===== src/rtl/uart_pkg.sv =====
`default_nettype none
// ============================================================================
//  Module      : uart_pkg
//  Description : Shared definitions for the UART transmit arbiter slice:
//                FSM state encoding, default bit divider and frame length.
//  Revision    : 1.0 - initial release
// ============================================================================
package uart_pkg;

    // FSM state encoding
    typedef logic [1:0] state_t;
    localparam state_t ST_IDLE  = 2'd0;
    localparam state_t ST_START = 2'd1;
    localparam state_t ST_DATA  = 2'd2;
    localparam state_t ST_STOP  = 2'd3;

    // 50 MHz system clock / 9600 baud
    localparam int CLK_DIV_DEFAULT = 5208;

    // 8N1: one start bit, eight data bits, one stop bit
    localparam int FRAME_BITS = 10;
    localparam int DATA_BITS  = FRAME_BITS - 2;

    // Width of the owner / pointer fields (up to 8 requesters)
    localparam int OWNER_W = 3;

endpackage : uart_pkg
`default_nettype wire


===== src/rtl/uart_tx_arbiter_if.sv =====
`default_nettype none
// ============================================================================
//  Module      : uart_tx_arbiter_if
//  Description : Requester-side bundle of the UART transmit arbiter.
//                master = requesters (drive req/data, observe status)
//                slave  = arbiter    (consume req/data, drive status/line)
//  Signals     : req     [NREQ]   - per-requester send request
//                data    [8*NREQ] - byte of requester i at [8i+7:8i]
//                ack     [NREQ]   - one-cycle capture pulse
//                busy             - frame on the line
//                owner   [3]      - requester of current/last frame
//                UART_TX          - serial line, idle high
//  Revision    : 1.0 - initial release
// ============================================================================
interface uart_tx_arbiter_if #(
    parameter int NREQ = 2
);
    logic [NREQ-1:0]   req;
    logic [8*NREQ-1:0] data;
    logic [NREQ-1:0]   ack;
    logic              busy;
    logic [2:0]        owner;
    logic              UART_TX;

    modport master (
        output req,
        output data,
        input  ack,
        input  busy,
        input  owner,
        input  UART_TX
    );

    modport slave (
        input  req,
        input  data,
        output ack,
        output busy,
        output owner,
        output UART_TX
    );
endinterface : uart_tx_arbiter_if
`default_nettype wire


===== src/rtl/uart_bit_timer.sv =====
`default_nettype none
// ============================================================================
//  Module      : uart_bit_timer
//  Description : Divides sysclk down to UART bit periods. The counter runs
//                0..CLK_DIV-1 while run is high and is held at zero otherwise,
//                so the first bit after run rises lasts a full CLK_DIV cycles.
//  Ports       : sysclk   - system clock
//                reset    - synchronous active-high reset
//                run      - count enable; low clears the counter
//                bit_done - high on the last cycle of each bit period
//  Revision    : 1.0 - initial release
// ============================================================================
module uart_bit_timer #(
    parameter int CLK_DIV = 5208
) (
    input  wire logic sysclk,
    input  wire logic reset,
    input  wire logic run,
    output logic      bit_done
);

    localparam int CNT_W = (CLK_DIV > 1) ? $clog2(CLK_DIV) : 1;
    localparam logic [CNT_W-1:0] c_last_cnt = CNT_W'(CLK_DIV - 1);

    logic [CNT_W-1:0] r_cnt;

    always_ff @(posedge sysclk) begin
        if (reset || !run) begin
            r_cnt <= '0;
        end else if (r_cnt == c_last_cnt) begin
            r_cnt <= '0;
        end else begin
            r_cnt <= r_cnt + CNT_W'(1);
        end
    end

    // Decoded from the counter register; consumed only by the owning FSM
    assign bit_done = run && (r_cnt == c_last_cnt);

endmodule : uart_bit_timer
`default_nettype wire


===== src/rtl/uart_tx_arbiter.sv =====
`default_nettype none
// ============================================================================
//  Module      : uart_tx_arbiter
//  Description : Round-robin arbiter sharing one UART transmit line among
//                NREQ byte requesters, with an integrated 8N1 serializer.
//                Bit timing is derived from sysclk by uart_bit_timer.
//  Ports       : sysclk - system clock, rising edge
//                reset  - synchronous active-high reset
//                bus    - uart_tx_arbiter_if.slave (req/data in,
//                         ack/busy/owner/UART_TX out, all outputs registered)
//  Parameters  : NREQ    - number of requesters, 2..8
//                CLK_DIV - sysclk cycles per UART bit
//  Revision    : 1.0 - initial release
// ============================================================================
module uart_tx_arbiter
    import uart_pkg::*;
#(
    parameter int NREQ    = 2,
    parameter int CLK_DIV = CLK_DIV_DEFAULT
) (
    input  wire logic          sysclk,
    input  wire logic          reset,
    uart_tx_arbiter_if.slave   bus
);

    localparam logic [2:0] c_last_bit = 3'(DATA_BITS - 1);
    localparam logic [2:0] c_last_req = 3'(NREQ - 1);

    // ------------------------------------------------------------------
    // Declarations
    // ------------------------------------------------------------------
    state_t               r_state;
    state_t               w_state_next;

    logic                 w_run;
    logic                 w_bit_done;

    logic [OWNER_W-1:0]   r_ptr;
    logic [OWNER_W-1:0]   w_ptr_d;
    logic [OWNER_W-1:0]   r_owner;
    logic [OWNER_W-1:0]   w_owner_d;
    logic [2:0]           r_bit_idx;
    logic [2:0]           w_bit_idx_d;
    logic [7:0]           r_shift;
    logic [7:0]           w_shift_d;
    logic [NREQ-1:0]      r_ack;
    logic [NREQ-1:0]      w_ack_d;
    logic                 r_busy;
    logic                 w_busy_d;
    logic                 r_tx;
    logic                 w_tx_d;

    logic                 w_rr_found;
    logic [OWNER_W-1:0]   w_winner;
    logic [3:0]           w_rr_idx;
    logic                 w_capture;

    // Zero-padded views so variable indexing never leaves the vector,
    // whatever NREQ is.
    logic [7:0]           w_req_pad;
    logic [63:0]          w_data_pad;

    assign w_req_pad  = 8'(bus.req);
    assign w_data_pad = 64'(bus.data);

    // ------------------------------------------------------------------
    // Bit timer: runs in every state except IDLE
    // ------------------------------------------------------------------
    assign w_run = (r_state != ST_IDLE);

    uart_bit_timer #(
        .CLK_DIV (CLK_DIV)
    ) u_bit_timer (
        .sysclk   (sysclk),
        .reset    (reset),
        .run      (w_run),
        .bit_done (w_bit_done)
    );

    // ------------------------------------------------------------------
    // Round-robin search: walk upward from r_ptr, wrapping at NREQ, and
    // take the first set request. Evaluated every cycle; only used when
    // the FSM is idle.
    // ------------------------------------------------------------------
    always_comb begin
        w_rr_found = 1'b0;
        w_winner   = r_ptr;
        w_rr_idx   = '0;
        for (int k = 0; k < NREQ; k++) begin
            w_rr_idx = {1'b0, r_ptr} + 4'(k);
            if (w_rr_idx >= 4'(NREQ)) begin
                w_rr_idx = w_rr_idx - 4'(NREQ);
            end
            if (!w_rr_found && w_req_pad[w_rr_idx[2:0]]) begin
                w_rr_found = 1'b1;
                w_winner   = w_rr_idx[2:0];
            end
        end
    end

    assign w_capture = (r_state == ST_IDLE) && w_rr_found;

    // ------------------------------------------------------------------
    // FSM: state register
    // ------------------------------------------------------------------
    always_ff @(posedge sysclk) begin
        if (reset) begin
            r_state <= ST_IDLE;
        end else begin
            r_state <= w_state_next;
        end
    end

    // ------------------------------------------------------------------
    // FSM: next-state logic
    // ------------------------------------------------------------------
    always_comb begin
        w_state_next = r_state;
        case (r_state)
            ST_IDLE: begin
                if (w_rr_found) begin
                    w_state_next = ST_START;
                end
            end
            ST_START: begin
                if (w_bit_done) begin
                    w_state_next = ST_DATA;
                end
            end
            ST_DATA: begin
                if (w_bit_done && (r_bit_idx == c_last_bit)) begin
                    w_state_next = ST_STOP;
                end
            end
            ST_STOP: begin
                if (w_bit_done) begin
                    w_state_next = ST_IDLE;
                end
            end
            default: begin
                w_state_next = ST_IDLE;
            end
        endcase
    end

    // ------------------------------------------------------------------
    // FSM: output / datapath next values. Every output is computed from
    // the next state so that the registered copy lines up with the state
    // it describes.
    // ------------------------------------------------------------------
    always_comb begin
        w_shift_d   = r_shift;
        w_bit_idx_d = r_bit_idx;
        w_ptr_d     = r_ptr;
        w_owner_d   = r_owner;
        w_ack_d     = '0;

        if (w_capture) begin
            w_shift_d   = w_data_pad[{w_winner, 3'b000} +: 8];
            w_ack_d     = {{(NREQ-1){1'b0}}, 1'b1} << w_winner;
            w_owner_d   = w_winner;
            w_ptr_d     = (w_winner == c_last_req) ? '0 : w_winner + 3'd1;
            w_bit_idx_d = '0;
        end else if ((r_state == ST_DATA) && w_bit_done) begin
            // LSB first: the bit on the line is always w_shift_d[0]
            w_shift_d   = {1'b0, r_shift[7:1]};
            w_bit_idx_d = r_bit_idx + 3'd1;
        end

        w_busy_d = (w_state_next != ST_IDLE);

        case (w_state_next)
            ST_START: w_tx_d = 1'b0;
            ST_DATA:  w_tx_d = w_shift_d[0];
            default:  w_tx_d = 1'b1;
        endcase
    end

    // ------------------------------------------------------------------
    // Datapath / output registers
    // ------------------------------------------------------------------
    always_ff @(posedge sysclk) begin
        if (reset) begin
            r_shift   <= '0;
            r_bit_idx <= '0;
            r_ptr     <= '0;
            r_owner   <= '0;
            r_ack     <= '0;
            r_busy    <= 1'b0;
            r_tx      <= 1'b1;
        end else begin
            r_shift   <= w_shift_d;
            r_bit_idx <= w_bit_idx_d;
            r_ptr     <= w_ptr_d;
            r_owner   <= w_owner_d;
            r_ack     <= w_ack_d;
            r_busy    <= w_busy_d;
            r_tx      <= w_tx_d;
        end
    end

    assign bus.ack     = r_ack;
    assign bus.busy    = r_busy;
    assign bus.owner   = r_owner;
    assign bus.UART_TX = r_tx;

endmodule : uart_tx_arbiter
`default_nettype wire


===== src/flat_wrapper.sv =====
// flat-port wrapper written by rule: the top's interface ports become plain ports
module uart_tx_arbiter_flat import uart_pkg::*;
#(
    parameter int NREQ    = 2,
    parameter int CLK_DIV = CLK_DIV_DEFAULT
)
  (sysclk, reset, bus_req, bus_data, bus_ack, bus_busy, bus_owner, bus_UART_TX);
  uart_tx_arbiter_if #(.NREQ(NREQ)) bus_i ();
  input  wire logic sysclk;
  input  wire logic reset;
  input wire logic [$bits(bus_i.req)-1:0] bus_req;
  input wire logic [$bits(bus_i.data)-1:0] bus_data;
  output wire logic [$bits(bus_i.ack)-1:0] bus_ack;
  output wire logic [$bits(bus_i.busy)-1:0] bus_busy;
  output wire logic [$bits(bus_i.owner)-1:0] bus_owner;
  output wire logic [$bits(bus_i.UART_TX)-1:0] bus_UART_TX;
  assign bus_i.req = bus_req;
  assign bus_i.data = bus_data;
  assign bus_ack = bus_i.ack;
  assign bus_busy = bus_i.busy;
  assign bus_owner = bus_i.owner;
  assign bus_UART_TX = bus_i.UART_TX;
  uart_tx_arbiter #(.NREQ(NREQ), .CLK_DIV(CLK_DIV)) u_core (.sysclk(sysclk), .reset(reset), .bus(bus_i));
endmodule

===== config.mk =====
export PLATFORM = sky130hd
export DESIGN_NAME = uart_tx_arbiter_flat
export DESIGN_NICKNAME = d
export VERILOG_FILES = /design/src/rtl/uart_pkg.sv /design/src/rtl/uart_tx_arbiter_if.sv /design/src/rtl/uart_bit_timer.sv /design/src/rtl/uart_tx_arbiter.sv /design/src/flat_wrapper.sv
export SDC_FILE = /design/constraint.sdc
export NUM_CORES = 1
export LEC_CHECK = 0
export CORE_MARGIN = 10
export CORE_UTILIZATION = 58
export CTS_CLUSTER_DIAMETER = 40
export DETAILED_ROUTE_END_ITERATION = 10
export GPL_TIMING_DRIVEN = 0
export PLACE_DENSITY = 0.82
export RECOVER_POWER = 25
export SYNTH_ARGS = -nofsm -noshare
export SYNTH_HDL_FRONTEND = slang
export SYNTH_SLANG_ARGS = --single-unit

===== constraint.sdc =====
create_clock -name sysclk -period 7.6 [get_ports sysclk]
set_input_delay 1.14 -clock sysclk [delete_from_list [all_inputs] [get_ports sysclk]]
set_output_delay 1.14 -clock sysclk [all_outputs]
set_load 0.02 [all_outputs]

==> key figures, run 1 <==
Run status
  – Status: finished clean

Power
  – P_leak: roughly 0.9 nW
  – Pwr dens: around 200 nW/µm²
  – Sw power: 0.000132 W
  – Sw frac: between 20% and 30%
  – Clock power frac: roughly a third
  – Comb power frac: between 20% and 30%
  – Sequential power share: 46.3%
  – Maximum vdd drop: 0.140 mV
  – P_int: between 0.0003 and 0.0004 W

STA
  – Final Skew: 8.00 ps
  – Relative slew slack: 51.2%
  – Final setup fails: 0
  – Final min period: 3450 ps
  – Fin Setup TNS: 0 ps
  – RSZ-0062 raised after global routing: no
  – Achievable clock frequency: approximately 290 MHz
  – Final Cycle Share: between 40 and 50%
  – Slew @ Worst Pin: slightly above 700 ps
  – Final Hold Vio Count: 0
  – Slew Limit Fails: 0

Flow run
  – Max_cap viols: 0

Global routing
  – Initial antenna violation count: 0
  – Grt total ovfl: 0
  – Global-route wire length before repair: between 7000 and 8000 µm
  – Pin count of the biggest net entering global routing: 14
  – Total GRT Usage: 14.4%
  – Vias in the first global route: 1559

Drt
  – Routed via count: roughly 1600
  – TritonRoute pass-1 iters: 4
  – Residual DRC: 0
  – Final wirelength: about 4200 µm
  – Final antenna-violating net count: 0
  – DR vias/cell: between 5 and 6
  – Starting DRC count in detailed routing: 120
  – Drt wl/cell: between 10 and 15 µm

Synth
  – Mapped Area: ~1900 µm²
  – Yosys top cell area share: a little under two fifths
  – EDFF count, synth: 0
  – Most frequent cell after synthesis: dfxtp_1
  – Syn nets: 237
  – Post-synth cell types: 47
  – Sequential-to-total area share from yosys stat: between 30% and 40%
  – Predominant post-synthesis flop cell: dfxtp_1
  – Synth top cells by count: dfxtp_1, nor2_1, nor3_1
  – Largest cells by area after synthesis: dfxtp_1, ha_1, nor2_1
  – Synth Register Bits: 36
  – Syn. warnings: 0
  – Mean area per synthesized cell: 9.15 µm²
  – Gate Count Post-Synth: 207
  – Ys async rst share: 0%
  – Leading area contributor after synthesis: dfxtp_1

Clock network
  – H-tree depth: 2
  – Root Driver: clkbuf_4
  – CTS clock-pin slew for the worst setup and hold paths: around 120 ps
  – CTS resizes: 0
  – Hold_buf cts: 0
  – Cts bufs inserted: 5
  – CTS tree: built
  – Worst-skew pair later-pin latency: between 300 and 400 ps
  – Post CTS Setup Buffer Count: 0
  – CTS sink cnt: 36
  – CTS Buffer Depth: 2

Finish
  – Finished Cell Area: around 2300 µm²
  – Layout Nets: 270
  – Area growth syn-to-layout: 21.1%
  – Fill count: 250
  – Layout cell share with drive strength beyond 1: approximately a tenth
  – Antenna Cells: 0
  – Post-layout util: 74.5%

Floorplanning
  – Die Y: between 70 and 80 µm
  – Die width: between 70 and 80 µm
  – DIE AREA: 5950 µm²
  – Initial core utilization: 61.5%
  – Area of the core: 3080 µm²
  – Ports: 27
  – Row Count: 20

Worst setup path
  – CP Data Arrival Time: between 3000 and 4000 ps
  – Crit Path Class: register to register
  – Crit path capture type: register
  – CP max FO: 10
  – WP data required: 7890 ps
  – Worst setup SP type: register

Place
  – Routability Congestion: 0.843
  – PortBufs: 26
  – DP Area: roughly 2200 µm²
  – Post-DP HPWL: between 3000 and 4000 µm

Hold path
  – Worst Hold Class: register to register
worst paths after layout:
path,from,to,slack (ps),cells past startpoint
worst max-delay path,u_core.r_ptr[0],u_core.bus.UART_TX,4150,12
worst min-delay path,u_core.u_bit_timer.r_cnt[0],u_core.u_bit_timer.r_cnt[0],470,1
worst max register to register,u_core.r_ptr[0],u_core.bus.UART_TX,4150,12
worst min register to register,u_core.u_bit_timer.r_cnt[0],u_core.u_bit_timer.r_cnt[0],470,1
registers in the layout (all words and copies together) (netlist names):
| name | count |
|---|---|
| u_core.r_bit_idx | 3 |
| u_core.bus.busy | 1 |
| u_core.r_state | 2 |
| u_core.u_bit_timer.r_cnt | 13 |
| u_core.bus.owner | 3 |
| u_core.r_ptr | 3 |
| u_core.bus.ack | 2 |
| u_core.r_shift | 8 |
| u_core.bus.UART_TX | 1 |
per-stage QoR:
stage | hold slack, ps | setup WS (ps) | std cells | power [W]
after floorplan | 426 | 4710 | 207 | 0.000277
after global placement | 444 | 4260 | 277 | 0.000309
after detailed placement | 445 | 4190 | 277 | 0.000312
after CTS | 475 | 4160 | 285 | 0.000454
after global routing | 493 | 3810 | 285 | 0.000475
final | 473 | 4150 | 285 | 0.000451
power by group through the flow:
| stage | Sequential, W | Clock, W | Combinational [W] |
|---|---|---|---|
| floorplan | 0.000216 | 0 | 0.0000613 |
| global placement | 0.000212 | 0 | 0.0000962 |
| detailed placement | 0.000213 | 0 | 0.0000990 |
| CTS | 0.000209 | 0.000146 | 0.0000995 |
| global route | 0.000211 | 0.000156 | 0.000109 |
| finish | 0.000209 | 0.000143 | 0.0000995 |
layer usage:
| metal | routed length (µm) | global-route usage, % | part of all wire [%] |
|---|---|---|---|
| met1 | 1780 | 16.3 | 42 |
| met2 | 2230 | 25.2 | 53 |
| met3 | 153 | 3.61 | 3.6 |
| met4 | 81 | 5.11 | 1.9 |
| met5 | 0 | 0 | 0 |
cells by family after synthesis:
family          synth area share [%]
buf+inv                         4.36
mux                             7.27
flops                           38.0
xor+xnor                        7.40
simple gates                    19.9
fa+ha+maj                       6.61
compound gates                  16.4
layout by cell type (no fill, tap or decap), types with 2 or more instances in the layout:
cell	n
clkbuf_4	5
o221a_2	8
nand2_1	4
inv_1	10
clkbuf_1	9
xor2_1	7
nor3_1	14
o21ai_2	2
o21a_1	4
a211oi_1	3
nand3_1	7
xnor2_1	9
nor4b_1	2
dfxtp_1	36
o21ai_1	2
nor2_1	31
clkdlybuf4s50_1	25
a21oi_1	6
mux2_2	2
ha_1	10
o221ai_1	2
mux2i_1	10
and3_1	2
and2_1	2
worst max-delay path: stages (launching register included):
cell and delay, ps:
dfxtp_1 380, clkbuf_1 250, inv_1 110, clkbuf_1 280, ha_1 300, nor4b_1 530, o311ai_1 340, o21ai_2 160
clkbuf_1 360, nor2_1 160, ha_1 310, and2b_1 150, o21ai_1 70
final cells by class:
cell class	count	area, µm²	area share, %
flip-flops and latches	36	721	31.4
repair buffers	26	260	11.3
clock buffers	5	37.5	1.64
inverters	10	37.5	1.64
multi-input cells	151	1090	47.6
plain buffers	10	45.0	1.96
clock inverters	3	46.3	2.02
well taps	44	55.1	2.40
(Power assumes the default switching activity.)
==> run 2, diff against run 1 <==
--- a/config.mk
+++ b/config.mk
@@ -6,11 +6,11 @@
 export NUM_CORES = 1
 export LEC_CHECK = 0
 export CORE_MARGIN = 10
-export CORE_UTILIZATION = 58
+export CORE_UTILIZATION = 48
 export CTS_CLUSTER_DIAMETER = 40
 export DETAILED_ROUTE_END_ITERATION = 10
 export GPL_TIMING_DRIVEN = 0
-export PLACE_DENSITY = 0.82
+export PLACE_DENSITY = 0.72
 export RECOVER_POWER = 25
 export SYNTH_ARGS = -nofsm -noshare
 export SYNTH_HDL_FRONTEND = slang
==> constraint.sdc (replaced) <==
create_clock -name sysclk -period 3 [get_ports sysclk]
set_input_delay 0.45 -clock sysclk [delete_from_list [all_inputs] [get_ports sysclk]]
set_output_delay 0.45 -clock sysclk [all_outputs]
set_load 0.02 [all_outputs]
==> key figures, run 2 (synthesis results as in run 1) <==
Finish
  – Largest register by flop count: u_core.u_bit_timer.r_cnt
  – Fill count: 347 (+39%)
  – Highest-count cells in the layout ignoring fill and taps: dfxtp_1, nor2_1, clkdlybuf4s50_1
  – Post-Layout Cell Count: 290 (+1.8%)
  – Layout Nets: 271 (+0.37%)
  – Layout cell share with drive strength beyond 1: 13.2% (+2.8 points)
  – Area growth syn-to-layout: 24.4%
  – Max reg flops: 13 (unchanged)
  – Largest registers: u_core.u_bit_timer.r_cnt: 13 flops, u_core.r_shift: 8 flops
  – Most common cell after layout, fill and taps aside: dfxtp_1
  – Antenna Cells: 0 (unchanged)

Run status
  – Status: finished clean

STA
  – Slew Limit Fails: 0 (unchanged)
  – Fin Setup TNS: 0 ps (unchanged)
  – Relative slew slack: 48.6% (-2.6 points)
  – Achievable clock frequency: 368 MHz (+27%)
  – Final min period: 2720 ps (-728 ps)
  – RSZ-0062 raised after global routing: no
  – Final Hold Vio Count: 0 (unchanged)
  – Final Skew: 4.73 ps (-3.28 ps)
  – Slew @ Worst Pin: 766 ps (+45.7 ps)
  – Final Cycle Share: 90.6% (+45 points)
  – Final setup fails: 0 (unchanged)

Global routing
  – Initial antenna violation count: 0 (unchanged)
  – Pin count of the biggest net entering global routing: 12 (-2)
  – Global-route wire length before repair: 7190 µm (+0.28%)
  – Total GRT Usage: 12.2% (-2.1 points)
  – Grt total ovfl: 0 (unchanged)
  – Vias in the first global route: 1492 (-4.3%)

Worst setup path
  – Buf+Inv Stages, Crit Path: 3 (-1)
  – Slowest stage delay, CP: 380 ps (-150 ps)
  – Crit Path Class: register to register
  – WP data required: 3230 ps (-4660 ps)
  – Crit path capture type: register
  – CP max FO: 10 (unchanged)
  – Worst setup SP type: register
  – Critical-path top delay cell: dfxtp_1
  – CP top delay family: simple AND/OR/NAND/NOR gates
  – Critical Path, Cell by Cell: clkbuf_2 > clkinvlp_4 > ha_1 > and4b_1 > o311ai_4 > o21ai_2 > clkbuf_2 > nor2_1 > ha_1 > and2b_1 > o21ai_1
  – CP Data Arrival Time: 2940 ps (-790 ps)

Power
  – P_leak: 0.972 nW (+5.9%)
  – Maximum vdd drop: 0.269 mV (+92%)
  – Pwr dens: 484 nW/µm² (+150%)

Clock network
  – CTS tree: built
  – CTS Buffer Depth: 2 (unchanged)
  – CTS sink cnt: 36 (unchanged)
  – Cts bufs inserted: 5 (unchanged)
  – Root Driver: clkbuf_8
  – CTS clock-pin slew for the worst setup and hold paths: 70 ps (-50 ps)
  – Hold_buf cts: 0 (unchanged)
  – Worst-skew pair later-pin latency: 290 ps (-60 ps)
  – H-tree depth: 2 (unchanged)

Drt
  – Final wirelength: 4160 µm (-1.9%)
  – Routed via count: 1590 (-2.3%)
  – DR vias/cell: 5.48 (-4.0%)
  – Drt wl/cell: 14.3 µm (-3.6%)
  – Residual DRC: 0 (unchanged)
  – TritonRoute pass-1 iters: 4 (unchanged)
  – Starting DRC count in detailed routing: 102 (-15%)
  – Final antenna-violating net count: 0 (unchanged)

Floorplanning
  – Row Count: 22 (+10%)
  – Area of the core: 3740 µm² (+22%)
  – DIE AREA: 6860 µm² (+15%)
  – Ports: 27 (unchanged)
  – Initial core utilization: 50.6% (-11 points)
  – Die Y: 82.8 µm (+7.3%)
  – Die width: 82.8 µm (+7.3%)

Place
  – PortBufs: 26 (unchanged)
  – Placed Cells: 281 (+1.4%)
  – Post-DP HPWL: 3160 µm (-5.7%)
  – Routability Congestion: 0.744 (-12%)

Hold path
  – Worst Hold Class: register to register

Flow run
  – Max_cap viols: 0 (unchanged)
[run 2: changes by cell type in the layout (fill, tap and decap cells not counted), moves of 2 or more]
cell,change
buf_4,+2
clkbuf_1,-3
clkbuf_2,+2
clkbuf_4,-5
clkbuf_8,+6
clkdlybuf4s50_1,-6
clkinv_2,+2
dlygate4sd3_1,+6
[run 2: final timing paths]
kind                                    start                          end  slack (ps)  cells after the start
setup / recovery              u_core.r_ptr[0]           u_core.bus.UART_TX         280                     11
hold reg to reg   u_core.u_bit_timer.r_cnt[0]  u_core.u_bit_timer.r_cnt[0]         460                      1
setup reg to reg              u_core.r_ptr[0]           u_core.bus.UART_TX         280                     11
hold / removal    u_core.u_bit_timer.r_cnt[0]  u_core.u_bit_timer.r_cnt[0]         460                      1
[run 2: final cells by class]
type                            count  area (µm²)  share of cell area (%)
Multi-Input combinational cell    151        1120                    47.7
Sequential cell                    36         721                    30.6
Timing Repair Buffer               28         275                    11.7
Clock buffer                        6        82.6                    3.50
Tap cell                           48        60.1                    2.55
Buffer                              9        43.8                    1.86
Inverter                           10        41.3                    1.75
Clock inverter                      2        10.0                   0.425
[run 2: power by group]
part	total (W)	leakage, nW	internal, W	switching, W
clock network	0.000352	0.0510	0.000183	0.000169
logic	0.000259	0.627	0.000122	0.000137
registers	0.000529	0.294	0.000512	0.0000171
total	0.00114	0.972	0.000817	0.000324
[run 2: worst register-to-register path, delay by kind of cell, from the launching register on]
family	cells	cell delay, ps
DFF	1	380
buffers and inverters	3	570
and+or+nand+nor	3	680
adders and majority gates	2	510
AOI/OAI and AO/OA	3	530
[run 2: routing by layer]
layer,share of wire (%),GRT usage (%),vias up
li1,-,-,813
met5,0,0,-
met2,45,18.1,31
met3,4.4,4.00,6
met1,49,15.7,740
met4,2.1,5.23,0
[run 2: what timing repair did]
| item | 4_1_cts | 5_1_grt |
|---|---|---|
| setup buffers | 0 | 2 |
| resized for setup | 6 | 1 |
| endpoints found under the setup margin | 19 | 9 |
[run 2: per-stage QoR]
| step | hold slack, ps | util (%) | total power, W | area, µm² | worst slack [ps] |
|---|---|---|---|---|---|
| 2_1_floorplan | 426 | - | 0.000703 | 1890 | 112 |
| 3_3_place_gp | 442 | 59.2 | 0.000790 | 2210 | -478 |
| 3_5_place_dp | 444 | 59.2 | 0.000792 | 2210 | -529 |
| 4_1_cts | 468 | 62.6 | 0.00115 | 2340 | 11.7 |
| 5_1_grt | 494 | 63.0 | 0.00121 | 2360 | 103 |
| 6_report | 463 | 63.0 | 0.00114 | 2360 | 282 |
==> run 3, diff against run 2 <==
--- a/config.mk
+++ b/config.mk
@@ -6,11 +6,11 @@
 export NUM_CORES = 1
 export LEC_CHECK = 0
 export CORE_MARGIN = 10
-export CORE_UTILIZATION = 48
+export CORE_UTILIZATION = 54
 export CTS_CLUSTER_DIAMETER = 40
 export DETAILED_ROUTE_END_ITERATION = 10
 export GPL_TIMING_DRIVEN = 0
-export PLACE_DENSITY = 0.72
+export PLACE_DENSITY = 0.77
 export RECOVER_POWER = 25
 export SYNTH_ARGS = -nofsm -noshare
 export SYNTH_HDL_FRONTEND = slang
==> constraint.sdc (replaced) <==
create_clock -name sysclk -period 2.8 [get_ports sysclk]
set_input_delay 0.42 -clock sysclk [delete_from_list [all_inputs] [get_ports sysclk]]
set_output_delay 0.42 -clock sysclk [all_outputs]
set_load 0.02 [all_outputs]
==> key figures, run 3 (synthesis results as in run 1) <==
Clock network
  – CTS Buffer Depth: 2 (unchanged)
  – Root Driver: clkbuf_4
  – CTS clock-pin slew for the worst setup and hold paths: 110 ps (+40 ps)
  – CTS sink cnt: 36 (unchanged)
  – H-tree depth: 2 (unchanged)
  – CTS tree: built
  – Cts bufs inserted: 5 (unchanged)
  – Worst-skew pair later-pin latency: 340 ps (+50 ps)
  – Hold_buf cts: 0 (unchanged)

STA
  – Slew Limit Fails: 0 (unchanged)
  – Fin Setup TNS: 0 ps (unchanged)
  – Final setup fails: 0 (unchanged)
  – Relative slew slack: 54.5% (+6.0 points)
  – Slew @ Worst Pin: 678 ps (-88.7 ps)
  – RSZ-0062 raised after global routing: no
  – Final Skew: 7.17 ps (+2.44 ps)
  – Final Cycle Share: 93.8% (+3.1 points)
  – Final worst setup slack: 175 ps (-107 ps)
  – Final min period: 2630 ps (-93.1 ps)
  – Final Hold Vio Count: 0 (unchanged)
  – Achievable clock frequency: 381 MHz (+3.5%)

Finish
  – Max reg flops: 13 (unchanged)
  – Layout Nets: 269 (-0.74%)
  – Post-layout util: 69.4% (+6.5 points)
  – Antenna Cells: 0 (unchanged)
  – Finished Cell Area: 2330 µm² (-0.96%)
  – Highest-count cells in the layout ignoring fill and taps: dfxtp_1, nor2_1, clkdlybuf4s50_1
  – Largest registers: u_core.u_bit_timer.r_cnt: 13 flops, u_core.r_shift: 8 flops
  – Largest register by flop count: u_core.u_bit_timer.r_cnt
  – Fill count: 299 (-14%)
  – Most common cell after layout, fill and taps aside: dfxtp_1
  – Layout cell share with drive strength beyond 1: 13.8% (+0.53 points)
  – Area growth syn-to-layout: 23.2%

Worst setup path
  – Crit path capture type: register
  – Critical R2R Launch: u_core.r_ptr[0]
  – Worst R2R Path Depth: 8 (-3)
  – CP max FO: 10 (unchanged)
  – CP Data Arrival Time: 2920 ps (-20 ps)
  – Crit Path Class: register to register
  – Critical Path Source: u_core.r_ptr[0]
  – WP data required: 3090 ps (-140 ps)
  – Worst setup SP type: register

Floorplanning
  – Area of the core: 3360 µm² (-10%)
  – Die width: 79.2 µm (-4.3%)
  – Initial core utilization: 56.3% (+5.7 points)
  – Die Y: 79.2 µm (-4.3%)
  – DIE AREA: 6280 µm² (-8.5%)
  – Row Count: 21 (-4.5%)
  – Ports: 27 (unchanged)

Power
  – Maximum vdd drop: 0.472 mV (+75%)
  – Pwr dens: 517 nW/µm² (+6.8%)
  – P_leak: 0.954 nW (-1.8%)
  – Overall power: 0.00121 W (+5.8%)

Drt
  – DR vias/cell: 5.59 (+2.0%)
  – Drt wl/cell: 15.1 µm (+5.3%)
  – Final antenna-violating net count: 0 (unchanged)
  – Starting DRC count in detailed routing: 83 (-19%)
  – Routed via count: 1599 (+0.57%)
  – TritonRoute pass-1 iters: 4 (unchanged)
  – Final wirelength: 4320 µm (+3.8%)
  – Residual DRC: 0 (unchanged)

Place
  – Post-DP HPWL: 3340 µm (+5.8%)
  – Place WS: -432 ps (+96.7 ps)
  – Routability Congestion: 0.809 (+8.8%)
  – DP Area: 2230 µm² (+0.51%)
  – PortBufs: 26 (unchanged)

Global routing
  – Vias in the first global route: 1542 (+3.4%)
  – Global-route wire length before repair: 7250 µm (+0.86%)
  – Total GRT Usage: 14.3% (+2.1 points)
  – Pin count of the biggest net entering global routing: 13 (+1)
  – Initial antenna violation count: 0 (unchanged)
  – Grt total ovfl: 0 (unchanged)

Run status
  – Status: finished clean

Flow run
  – Max_cap viols: 0 (unchanged)

Hold path
  – Hold path cells: 1 (unchanged)
  – Hold_sp: u_core.bus.owner[1]
  – Worst Hold Class: register to register
[run 3: cell types whose count changed in the layout (fill, tap and decap cells not counted), sizes merged]
cell      delta
clkbuf       -2
buf          -1
bufinv       +1
clkinv       -1
clkinvlp     +1
[run 3: area by class of cell]
type	instances	area, µm²	area share (%)
Buffer	8	38.8	1.66
Timing Repair Buffer	27	268	11.5
Tap cell	46	57.6	2.47
Inverter	10	41.3	1.77
Clock inverter	3	42.5	1.82
Sequential cell	36	723	31.0
Clock buffer	5	37.5	1.61
Multi-Input combinational cell	151	1130	48.2
[run 3: repair_timing]
item                       CTS  global route
setup endpoints to repair   13             8
setup buffers                0             1
gates resized for setup      3             4
[run 3: stage by stage]
| stage | hold WS, ps | cells |
|---|---|---|
| final | 476 | 286 |
| after global placement | 442 | 279 |
| after floorplan | 426 | 207 |
| after detailed placement | 458 | 279 |
| after CTS | 483 | 285 |
| after global routing | 498 | 286 |
[run 3: layer usage]
layer / routed length, µm / global-route usage (%)
met5: 0 / 0
met4: 42 / 4.66
met3: 161 / 4.84
met2: 2080 / 22.3
met1: 2040 / 17.9
[run 3: critical path: stages, from the launching register on]
cell        delay [ps]
dfxtp_2            460
clkinvlp_4         150
ha_1               260
and4b_1            290
o311ai_4           360
clkbuf_1           400
nor3_1              90
a311oi_1           360
o311a_1            220
[run 3: worst paths after layout]
kind / endpoint / slack (ps)
min: u_core.bus.owner[1] / 480
max: u_core.r_shift[7] / 170
min reg2reg: u_core.bus.owner[1] / 480
max reg2reg: u_core.r_shift[7] / 170
[run 3: report_power, final]
part | internal (W) | leakage, nW | switching [W] | total, W
combinational | 0.000129 | 0.618 | 0.000147 | 0.000276
clock | 0.000186 | 0.0412 | 0.000175 | 0.000361
sequential | 0.000548 | 0.295 | 0.0000213 | 0.000570
total | 0.000863 | 0.954 | 0.000343 | 0.00121
